==> src/rtl/custom_buff_mac_if.sv <==
// +--------------------------------------------------------------------------+
// | custom_buff_mac_if : operand-load / result handshake bundle              |
// | Rev 1.0                                                                  |
// +--------------------------------------------------------------------------+
`default_nettype none

interface custom_buff_mac_if #(
    parameter int DATA_W = 8,
    parameter int ADDR_W = 2,
    parameter int ACC_W  = 18
);
    logic              feature_en;
    logic              weight_en;
    logic [ADDR_W-1:0] addr;
    logic [DATA_W-1:0] data_in;
    logic              start;
    logic              busy;
    logic              out_valid;
    logic              out_ready;
    logic [ACC_W-1:0]  acc_out;
    logic              sat;

    modport master (
        output feature_en, weight_en, addr, data_in, start, out_ready,
        input  busy, out_valid, acc_out, sat
    );

    modport slave (
        input  feature_en, weight_en, addr, data_in, start, out_ready,
        output busy, out_valid, acc_out, sat
    );
endinterface

`default_nettype wire

==> src/rtl/custom_buff_mac.sv <==
// +--------------------------------------------------------------------------+
// | custom_buff_mac : LANES-wide operand buffer with sequential unsigned MAC |
// | Optional macro CUSTOM_MAC_SAT_EN clamps the accumulator instead of wrap. |
// | Rev 1.0                                                                  |
// +--------------------------------------------------------------------------+
`default_nettype none

module custom_buff_mac #(
    parameter int DATA_W = 8,
    parameter int LANES  = 4,
    parameter int ADDR_W = 2,
    parameter int ACC_W  = 18
) (
    input  wire logic          clk,
    input  wire logic          rst,
    custom_buff_mac_if.slave   bus
);

    typedef enum logic [1:0] {
        IDLE = 2'd0,
        RUN  = 2'd1,
        DONE = 2'd2
    } state_t;

    localparam logic [ADDR_W:0]   LANES_EXT = (ADDR_W+1)'(LANES);
    localparam logic [ADDR_W-1:0] LAST_IDX  = ADDR_W'(LANES - 1);

    state_t              state;
    state_t              state_nxt;
    logic [DATA_W-1:0]   feature [LANES];
    logic [DATA_W-1:0]   weight  [LANES];
    logic [ADDR_W-1:0]   idx;
    logic [ACC_W-1:0]    acc;
    logic [ACC_W-1:0]    acc_next;
    logic [2*DATA_W-1:0] prod;
    logic                addr_ok;

    assign addr_ok = {1'b0, bus.addr} < LANES_EXT;
    assign prod    = feature[idx] * weight[idx];

    always_ff @(posedge clk or posedge rst) begin
        if (rst) begin
            state <= IDLE;
        end else begin
            state <= state_nxt;
        end
    end

    always_comb begin
        state_nxt     = state;
        bus.busy      = 1'b0;
        bus.out_valid = 1'b0;
        case (state)
            IDLE: begin
                if (bus.start) begin
                    state_nxt = RUN;
                end
            end
            RUN: begin
                bus.busy = 1'b1;
                if (idx == LAST_IDX) begin
                    state_nxt = DONE;
                end
            end
            DONE: begin
                bus.busy      = 1'b1;
                bus.out_valid = 1'b1;
                if (bus.out_ready) begin
                    state_nxt = IDLE;
                end
            end
            default: state_nxt = IDLE;
        endcase
    end

    // Buffers only accept writes in IDLE so a running dot product sees frozen operands.
    always_ff @(posedge clk or posedge rst) begin
        if (rst) begin
            for (int i = 0; i < LANES; i++) begin
                feature[i] <= '0;
                weight[i]  <= '0;
            end
        end else if (state == IDLE && addr_ok) begin
            if (bus.feature_en) begin
                feature[bus.addr] <= bus.data_in;
            end
            if (bus.weight_en) begin
                weight[bus.addr] <= bus.data_in;
            end
        end
    end

`ifdef CUSTOM_MAC_SAT_EN
    logic [ACC_W:0] sum;
    logic           sat_q;

    assign sum = {1'b0, acc} + (ACC_W+1)'(prod);

    // Once clamped, the accumulator is pinned to all-ones until the next start.
    assign acc_next = (sat_q || sum[ACC_W]) ? {ACC_W{1'b1}} : sum[ACC_W-1:0];

    always_ff @(posedge clk or posedge rst) begin
        if (rst) begin
            sat_q <= 1'b0;
        end else if (state == IDLE && bus.start) begin
            sat_q <= 1'b0;
        end else if (state == RUN && sum[ACC_W]) begin
            sat_q <= 1'b1;
        end
    end

    assign bus.sat = sat_q;
`else
    assign acc_next = acc + ACC_W'(prod);
    assign bus.sat  = 1'b0;
`endif

    always_ff @(posedge clk or posedge rst) begin
        if (rst) begin
            acc <= '0;
            idx <= '0;
        end else begin
            case (state)
                IDLE: begin
                    if (bus.start) begin
                        acc <= '0;
                        idx <= '0;
                    end
                end
                RUN: begin
                    acc <= acc_next;
                    idx <= idx + 1'b1;
                end
                default: ;
            endcase
        end
    end

    assign bus.acc_out = acc;

endmodule

`default_nettype wire

==> src/flat_wrapper.sv <==
// flat-port wrapper written by rule: the top's interface ports become plain ports
module custom_buff_mac_flat 
#(
    parameter int DATA_W = 8,
    parameter int LANES  = 4,
    parameter int ADDR_W = 2,
    parameter int ACC_W  = 18
)
  (clk, rst, bus_feature_en, bus_weight_en, bus_addr, bus_data_in, bus_start, bus_out_ready, bus_busy, bus_out_valid, bus_acc_out, bus_sat);
  custom_buff_mac_if #(.DATA_W(DATA_W), .ADDR_W(ADDR_W), .ACC_W(ACC_W)) bus_i ();
  input  wire logic clk;
  input  wire logic rst;
  input wire logic [$bits(bus_i.feature_en)-1:0] bus_feature_en;
  input wire logic [$bits(bus_i.weight_en)-1:0] bus_weight_en;
  input wire logic [$bits(bus_i.addr)-1:0] bus_addr;
  input wire logic [$bits(bus_i.data_in)-1:0] bus_data_in;
  input wire logic [$bits(bus_i.start)-1:0] bus_start;
  input wire logic [$bits(bus_i.out_ready)-1:0] bus_out_ready;
  output wire logic [$bits(bus_i.busy)-1:0] bus_busy;
  output wire logic [$bits(bus_i.out_valid)-1:0] bus_out_valid;
  output wire logic [$bits(bus_i.acc_out)-1:0] bus_acc_out;
  output wire logic [$bits(bus_i.sat)-1:0] bus_sat;
  assign bus_i.feature_en = bus_feature_en;
  assign bus_i.weight_en = bus_weight_en;
  assign bus_i.addr = bus_addr;
  assign bus_i.data_in = bus_data_in;
  assign bus_i.start = bus_start;
  assign bus_i.out_ready = bus_out_ready;
  assign bus_busy = bus_i.busy;
  assign bus_out_valid = bus_i.out_valid;
  assign bus_acc_out = bus_i.acc_out;
  assign bus_sat = bus_i.sat;
  custom_buff_mac #(.DATA_W(DATA_W), .LANES(LANES), .ADDR_W(ADDR_W), .ACC_W(ACC_W)) u_core (.clk(clk), .rst(rst), .bus(bus_i));
endmodule
==> config.mk <==
export PLATFORM = sky130hd
export DESIGN_NAME = custom_buff_mac_flat
export DESIGN_NICKNAME = d
export VERILOG_FILES = /design/src/rtl/custom_buff_mac_if.sv /design/src/rtl/custom_buff_mac.sv /design/src/flat_wrapper.sv
export SDC_FILE = /design/constraint.sdc
export NUM_CORES = 1
export LEC_CHECK = 0
export CAP_MARGIN = 5
export CORE_MARGIN = 3
export CORE_UTILIZATION = 30
export DETAILED_ROUTE_END_ITERATION = 12
export GPL_TIMING_DRIVEN = 0
export PLACE_DENSITY = 0.5
export SETUP_SLACK_MARGIN = 0.4
export SYNTH_ARGS = -nofsm -noshare
export SYNTH_HDL_FRONTEND = slang
export SYNTH_SLANG_ARGS = --single-unit
==> constraint.sdc <==
create_clock -name clk -period 14.85 [get_ports clk]
set_clock_uncertainty 0.15 [all_clocks]
set_input_delay 2.97 -clock clk [delete_from_list [all_inputs] [get_ports clk]]
set_output_delay 2.97 -clock clk [all_outputs]
set_load 0.05 [all_outputs]
==> reports/results.ini, run 1 <==
[outcome]
status = complete, no violations

[floorplan]
num_rows = 53
dieArea_sq_um = 23500
die_w_microns = 153
initial_core_util_pct = 30.7
core-area_sq_um = 21200
io_pins = 37
die_h_microns = 153

[finish]
final_nets = 733
num_antenna_cells = 0
num-fill-cells = 2070
areaGrowthSynthToFinish_pct = 15.4
final_cell_mix = inv_1 (101), dfrtp_1 (86), mux2_1 (65)
layout_commonest_cell = inv_1
drive_above_1_share_pct = 8.60

[setup_path]
critPathCapture = u_core.bus.acc_out[17]$_DFFE_PP0P_
criticalPathCategory = reg -> reg
end_kind = flip-flop
crit_fanout = 10
rr_endpoint = u_core.bus.acc_out[17]$_DFFE_PP0P_
cp.arrival_ps = 5920
crit_top_cell = fa_1
start_kind = flip-flop
required_ps = 14940
reg2reg_from = u_core.idx[1]$_DFFE_PP0P_
startpoint = u_core.idx[1]$_DFFE_PP0P_
r2r_cells = 17
crit_buf_inv = 5
crit_chain = clkbuf_1 > buf_2 > mux4_2 > and2_1 > fa_1 > fa_1 > inv_1 > fa_1 > fa_1 > inv_1 > ha_1 > clkbuf_2 > nand2_1 > or3_1 > o21ai_0 > nor3_1 > a211o_1
cpMaxStageDelayCell = fa_1
path_depth = 17
critPathMaxStageDelay_ps = 540
rrSetupSlack_ps = 9020
cpLargestDelayFamily = adder cells

[detailed_routing]
dr.pass1.iters = 4
drt_wl_total_microns = 14600
drtIter0Drc = 221
drt-met1-wl_microns = 7010
wl_met2_microns = 7080
top_layer = met4
wl_per_cell_microns = 16.2
via_count = 4297
wl_met3_microns = 360
drc = 0
vias_per_cell = 4.76
postRouteAntennaNets = 0

[global_route]
antenna_found_initial = 0
track_usage_pct = 13.3
grt_max_degree = 72
grt_pass1_wl_microns = 24600
overflow = 0
grt_pass1_vias = 4647

[clocking]
post-cts-setup-buffers = 0
clkTransAtPathRegs_ps = 80
clock_latency_ps = 350
numCtsBuffers = 9
clock-sinks = 86
cts-root-buf = clkbuf_16
cts_tree = yes
cts_hold_buf = 0
cts-htree-levels = 3
cts.path.max_buffers = 2
cts_repair_resize_count = 0

[synth]
synth_area_leaders = dfrtp_1 (33%), fa_1 (15%), mux2_1 (11%)
synthesis.nets = 688
netlist.top_cell.by_area = dfrtp_1
synth_flop_cell = dfrtp_1
syn-instance-count = 578
async_flop_share_pct = 100
synth_cell_types = 59
synth_top_cell_area_share_pct = 33.1
yosysWarnings = 0
synth_seq_cells = 86
syn_area_per_cell_sq_um = 11.3
yosysSeqAreaShare_pct = 33.1
synth_edf_count = 0
synth_area_sq_um = 6500

[timing]
setup_violations = 0
layout_min_cycle_time_ps = 5830
hold_viol_final = 0
rsz0062_at_grt = no
tightestPinTransition_ps = 693
finalSetupTns_ps = 0
finalCritPeriodShare_pct = 39.3
fmax_mhz = 172
finalMaxSlewViolations = 0
slew_headroom_pct = 53.6

[min_path]
hold_class = reg -> reg

[run]
drv_cap = 0

[placed_design]
hpwl_microns = 11300
portBuffers = 33
place.gp.congestion = 0.823

==> how the worst min path moves through the flow <==
stage / start / end / slack (ps) / cells after the start
global route: u_core.feature[28]$_DFFE_PP0P_ / u_core.feature[28]$_DFFE_PP0P_ / 350 / 1
floorplan: u_core.feature[24]$_DFFE_PP0P_ / u_core.feature[24]$_DFFE_PP0P_ / 300 / 1
global placement: u_core.weight[31]$_DFFE_PP0P_ / u_core.weight[31]$_DFFE_PP0P_ / 310 / 1
finish: u_core.feature[28]$_DFFE_PP0P_ / u_core.feature[28]$_DFFE_PP0P_ / 340 / 1
CTS: u_core.weight[28]$_DFFE_PP0P_ / u_core.weight[28]$_DFFE_PP0P_ / 340 / 1
detailed placement: u_core.weight[24]$_DFFE_PP0P_ / u_core.weight[24]$_DFFE_PP0P_ / 320 / 1
==> area by class of cell <==
| type | count | area [sq um] | area share (%) |
|---|---|---|---|
| buffer | 14 | 75.1 | 1.00 |
| clock buffer | 9 | 225 | 3.00 |
| clock inverter | 7 | 75.1 | 1.00 |
| inverter | 103 | 389 | 5.18 |
| multi-input combinational | 375 | 3890 | 51.8 |
| sequential | 86 | 2150 | 28.7 |
| tap | 275 | 344 | 4.58 |
| timing repair buffer | 34 | 358 | 4.77 |
==> sequential cells by signal, summed over array words and instances, names as in the netlist <==
register,cells
u_core.idx,2
u_core.bus.acc_out,18
u_core.feature,32
u_core.weight,32
u_core.state,2
==> logic make-up after synthesis <==
group / count (synthesis) / synth area share [%]
buffers and inverters: 117 / 7.10
AOI/OAI and AO/OA: 70 / 8.14
other: 1 / 0.0577
and+or+nand+nor: 121 / 9.87
adders and majority gates: 94 / 23.9
xor gates and xnor gates: 7 / 0.943
DFF: 86 / 33.1
muxes: 82 / 16.9
==> layer usage <==
metal	up-vias	GRT usage, %
li1	2031	-
met1	2197	18.3
met2	57	21.7
met3	12	2.24
met4	0	3.48
met5	-	0
==> Yosys cell counts, drive strengths merged, types with 2 or more instances <==
cell / n
clkbuf: 3
mux2: 65
a211o: 2
a21oi: 13
nand3: 7
o2111ai: 2
nor3: 5
nor2b: 3
a211oi: 2
nand2b: 3
a21boi: 2
xnor2: 3
a2111oi: 2
a21o: 6
o211ai: 3
dfrtp: 86
buf: 11
fa: 50
a31oi: 3
or3: 2
nand4: 4
nand3b: 2
nand2: 52
mux4: 16
xor2: 4
o21ai: 18
a22o: 5
ha: 44
o21a: 3
nor2: 2
and2: 36
inv: 103
==> worst reg2reg max path, cell delays in order (launching register included) <==
cell and delay, ps:
dfrtp_1 370, clkbuf_1 440, buf_2 400, mux4_2 480, and2_1 230, fa_1 500
fa_1 540, inv_1 50, fa_1 500, fa_1 540, inv_1 40, ha_1 260
clkbuf_2 190, nand2_1 130, or3_1 360, o21ai_0 170, nor3_1 110, a211o_1 270
==> through the flow <==
step	std cells	cell area, sq um	setup WS [ps]	utilization, %	hold WS (ps)
2_1_floorplan	578	6500	9510	-	303
3_3_place_gp	886	7180	8070	33.9	312
3_5_place_dp	887	7210	8980	34.1	320
4_1_cts	903	7510	8990	35.5	341
5_1_grt	903	7510	8720	35.5	353
6_report	903	7510	9020	35.5	337
Power of run 1 is left out: the tool's default activity adds up to more than one toggle a clock period on the data nets, which glitch-free logic cannot reach.
==> run 2: changes to the inputs <==
==> constraint.sdc (replaced) <==
create_clock -name clk -period 5.5 [get_ports clk]
set_clock_uncertainty 0.15 [all_clocks]
set_input_delay 1.1 -clock clk [delete_from_list [all_inputs] [get_ports clk]]
set_output_delay 1.1 -clock clk [all_outputs]
set_load 0.05 [all_outputs]
==> reports/results.ini, run 2 (synthesized netlist as in run 1, its figures left out) <==
[clocking]
clkTransAtPathRegs_ps = 70
cts-htree-levels = 3
clock-sinks = 86
cts-root-buf = clkbuf_16
clock_latency_ps = 350
numCtsBuffers = 9
cts.path.max_buffers = 2
cts_tree = yes

[floorplan]
io_pins = 37
die_w_microns = 153
initial_core_util_pct = 30.7
dieArea_sq_um = 23500
core-area_sq_um = 21200
die_h_microns = 153
num_rows = 53

[placed_design]
place.gp.congestion = 0.856
hpwl_microns = 11300
placed_cells = 887
place_ws_ps = -71.1
portBuffers = 33

[finish]
drive_above_1_share_pct = 20.6
final_cell_mix = inv_1 (94), dfrtp_1 (86), mux2_1 (65)
final_nets = 760
final_core_util_pct = 37.9
areaGrowthSynthToFinish_pct = 23.3
layout_commonest_cell = inv_1
num_antenna_cells = 0
final_cells = 930

[timing]
finalMaxSlewViolations = 0
tightestPinTransition_ps = 734
setup_violations = 0
layout_min_cycle_time_ps = 5130
timing.hold.ws_ps = 333
slew_headroom_pct = 51.1
fmax_mhz = 195
rsz0062_at_grt = yes
setup_slack_ps = 371
hold_viol_final = 0
finalCritPeriodShare_pct = 93.2

[global_route]
overflow = 0
grt_pass1_wl_microns = 25500
track_usage_pct = 13.7
antenna_found_initial = 0
grt_max_degree = 70
grt_pass1_vias = 4993

[min_path]
hold_class = reg -> reg
hold_depth = 1

[outcome]
status = complete, no violations

[detailed_routing]
drt_wl_total_microns = 15200
top_layer = met4
vias_per_cell = 4.78
wl_per_cell_microns = 16.3
via_count = 4449
drtIter0Drc = 193
postRouteAntennaNets = 0
wl_met3_microns = 469
wl_met2_microns = 7580
drt-met1-wl_microns = 6970
drc = 0
dr.pass1.iters = 4

[setup_path]
start_kind = flip-flop
end_kind = flip-flop
cp.arrival_ps = 5210
required_ps = 5580
criticalPathCategory = reg -> reg
r2r_cells = 16
crit_fanout = 8

[run]
drv_cap = 0

run 2: worst paths after layout:
check	start	slack, ps	endpoint
max	u_core.idx[0]$_DFFE_PP0P_	370	u_core.bus.acc_out[17]$_DFFE_PP0P_
min	u_core.weight[4]$_DFFE_PP0P_	330	u_core.weight[4]$_DFFE_PP0P_
max reg2reg	u_core.idx[0]$_DFFE_PP0P_	370	u_core.bus.acc_out[17]$_DFFE_PP0P_
min reg2reg	u_core.weight[4]$_DFFE_PP0P_	330	u_core.weight[4]$_DFFE_PP0P_
max in group asynchronous	rst	3660	u_core.bus.acc_out[17]$_DFFE_PP0P_
min in group asynchronous	rst	900	u_core.bus.acc_out[1]$_DFFE_PP0P_
run 2: final cells by class:
type                    count  area [sq um]
fillers                  2059         13100
multi-input cells         375          4120
flip-flops and latches     86          2150
repair buffers             61           596
inverters                 103           389
well taps                 275           344
clock buffers              10           239
plain buffers              14           118
clock inverters             6          66.3
run 2: metal layers:
| metal | GRT usage [%] | up-vias |
|---|---|---|
| met5 | 0 | - |
| met4 | 3.27 | 0 |
| met3 | 2.27 | 9 |
| met2 | 23.9 | 57 |
| met1 | 17.7 | 2304 |
| li1 | - | 2079 |
run 2: per-stage QoR:
step | cell area [sq um] | TNS, ps
floorplan | 6550 | 0
global placement | 7220 | -106
detailed placement | 7250 | -81.8
CTS | 7930 | 0
global route | 8020 | 0
finish | 8020 | 0
run 2: critical path, stage by stage, from the launching register on:
cell	delay [ps]
dfrtp_1	400
buf_12	130
buf_12	130
mux4_2	650
and2_4	220
fa_1	520
fa_1	440
fa_1	540
inv_1	60
fa_1	520
inv_1	60
ha_4	230
a21oi_2	170
or3_1	150
o21ai_2	80
o31a_1	290
a211o_1	260
run 2: repair_timing:
action | CTS | global route
buffers inserted | 23 | 4
endpoints found under the setup margin | 10 | 8
resized for setup | 53 | 18
gates cloned | 0 | 0
hold buffers | 0 | 0
pin swaps | 51 | 21
endpoints found under the hold margin | 0 | 0
Power of run 2 is left out for the same reason.
==> run 3: changes to the inputs <==
--- a/config.mk
+++ b/config.mk
@@ -11,7 +11,7 @@
 export DETAILED_ROUTE_END_ITERATION = 12
 export GPL_TIMING_DRIVEN = 0
 export PLACE_DENSITY = 0.5
-export SETUP_SLACK_MARGIN = 0.4
+export SETUP_SLACK_MARGIN = 0.1
 export SYNTH_ARGS = -nofsm -noshare
 export SYNTH_HDL_FRONTEND = slang
 export SYNTH_SLANG_ARGS = --single-unit
==> reports/results.ini, run 3 (synthesized netlist as in run 1, its figures left out) <==
[detailed_routing]
drc = 0
vias_per_cell = 4.80
drtIter0Drc = 222
drt_wl_total_microns = 15000
dr.pass1.iters = 4
via_count = 4438
wl_per_cell_microns = 16.2
postRouteAntennaNets = 0

[finish]
num-fill-cells = 2041
drive_above_1_share_pct = 14.6
final_cell_mix = inv_1 (101), dfrtp_1 (86), mux2_1 (65)
final_nets = 755
num_antenna_cells = 0
multiInputGateArea_sq_um = 4000
fin_area_sq_um = 7850
areaGrowthSynthToFinish_pct = 20.7
seqCellArea_sq_um = 2150
layout_commonest_cell = inv_1
final_cells = 925

[clocking]
cts.path.max_buffers = 2
cts-root-buf = clkbuf_16
cts_tree = yes
clkTransAtPathRegs_ps = 70
cts_hold_buf = 0
numCtsBuffers = 9
cts-htree-levels = 3
clock_latency_ps = 350
clock-sinks = 86

[floorplan]
initial_core_util_pct = 30.7
io_pins = 37
dieArea_sq_um = 23500
die_w_microns = 153
die_h_microns = 153
core-area_sq_um = 21200
num_rows = 53

[min_path]
holdPathEnd = u_core.feature[28]$_DFFE_PP0P_
hp-start = u_core.feature[28]$_DFFE_PP0P_
hold_depth = 1
hold_class = reg -> reg

[placed_design]
placed_cells = 887
hpwl_microns = 11300
placed_cell_area_sq_um = 7210
place.gp.congestion = 0.823
portBuffers = 33

[global_route]
grt_pass1_wl_microns = 24900
antenna_found_initial = 0
grt_max_degree = 72
overflow = 0
track_usage_pct = 13.4
grt_pass1_vias = 4728

[setup_path]
crit_chain = buf_12 > buf_12 > mux4_2 > buf_4 > nand2_1 > fa_1 > inv_1 > fa_1 > ha_1 > inv_1 > fa_1 > fa_2 > and2b_4 > o2111ai_4 > a2111oi_4 > nor3_2 > a211o_1
reg2reg_from = u_core.idx[0]$_DFFE_PP0P_
required_ps = 5590
r2r_cells = 17
start_kind = flip-flop
rrSetupSlack_ps = 310
cpMaxStageDelayCell = mux4_2
end_kind = flip-flop
rr_endpoint = u_core.bus.acc_out[17]$_DFFE_PP0P_
crit_fanout = 7
startpoint = u_core.idx[0]$_DFFE_PP0P_
cp.arrival_ps = 5280
criticalPathCategory = reg -> reg
critPathMaxStageDelay_ps = 580
crit_top_cell = fa_1

[timing]
fmax_mhz = 193
tightestPinTransition_ps = 713
rsz0062_at_grt = yes
finalMaxSlewViolations = 0
finalCritPeriodShare_pct = 94.4
hold_viol_final = 0
finalSetupTns_ps = 0
slew_headroom_pct = 52.3
layout_min_cycle_time_ps = 5190
setup_violations = 0

[outcome]
status = complete, no violations

[run]
drv_cap = 0

[run 3: changes by cell type in the layout (fill, tap and decap cells not counted), sizes merged]
cell	before	now
buf	39	34
inv	105	107
bufinv	1	0
clkbuf	13	12
clkinv	3	2
clkinvlp	0	1
[run 3: per-layer routing]
metal  track usage (%)  vias up  part of all wire, %
met1              18.4     2275                   46
met5                 0        -                    0
li1                  -     2074                    -
met3              2.24       14                  3.6
met4              3.48        0                  1.2
met2              22.1       75                   49
[run 3: cell type report]
cell class	instances	area share, %
flip-flops and latches	86	27.4
plain buffers	14	1.47
multi-input cells	375	50.9
repair buffers	56	7.05
inverters	103	4.96
clock inverters	7	0.956
clock buffers	9	2.87
well taps	275	4.38
[run 3: per-stage QoR]
step | hold slack, ps | utilization [%] | setup WS, ps
5_1_grt | 353 | 37.1 | 94.4
4_1_cts | 341 | 36.1 | 125
3_5_place_dp | 320 | 34.1 | -365
6_report | 338 | 37.1 | 308
2_1_floorplan | 303 | - | 220
3_3_place_gp | 312 | 33.9 | -357
[run 3: worst max-delay path by stage]
stage,endpoint,slack (ps),cells after the start
after floorplan,u_core.bus.acc_out[17]$_DFFE_PP0P_,220,17
after global placement,u_core.bus.acc_out[17]$_DFFE_PP0P_,-360,17
after detailed placement,u_core.bus.acc_out[17]$_DFFE_PP0P_,-370,17
after CTS,u_core.bus.acc_out[17]$_DFFE_PP0P_,120,17
after global routing,u_core.bus.acc_out[11]$_DFFE_PP0P_,90,17
final,u_core.bus.acc_out[17]$_DFFE_PP0P_,310,17
[run 3: repair_timing]
item / 4_1_cts / 5_1_grt
pin swaps: 3 / 15
buffers inserted: 9 / 12
setup endpoints to repair: 10 / 7
gates resized for setup: 17 / 22
gates cloned: 0 / 1
[run 3: worst max-delay path: cells and delay by family, from the launching register on]
family                   cells  cell delay, ps
multiplexers                 1             580
buffers and inverters        5             590
AO/OA/AOI/OAI                3             870
AND/OR/NAND/NOR              3             420
flip-flops                   1             390
adder cells (fa/ha/maj)      5            2080
Power of run 3 is left out for the same reason.
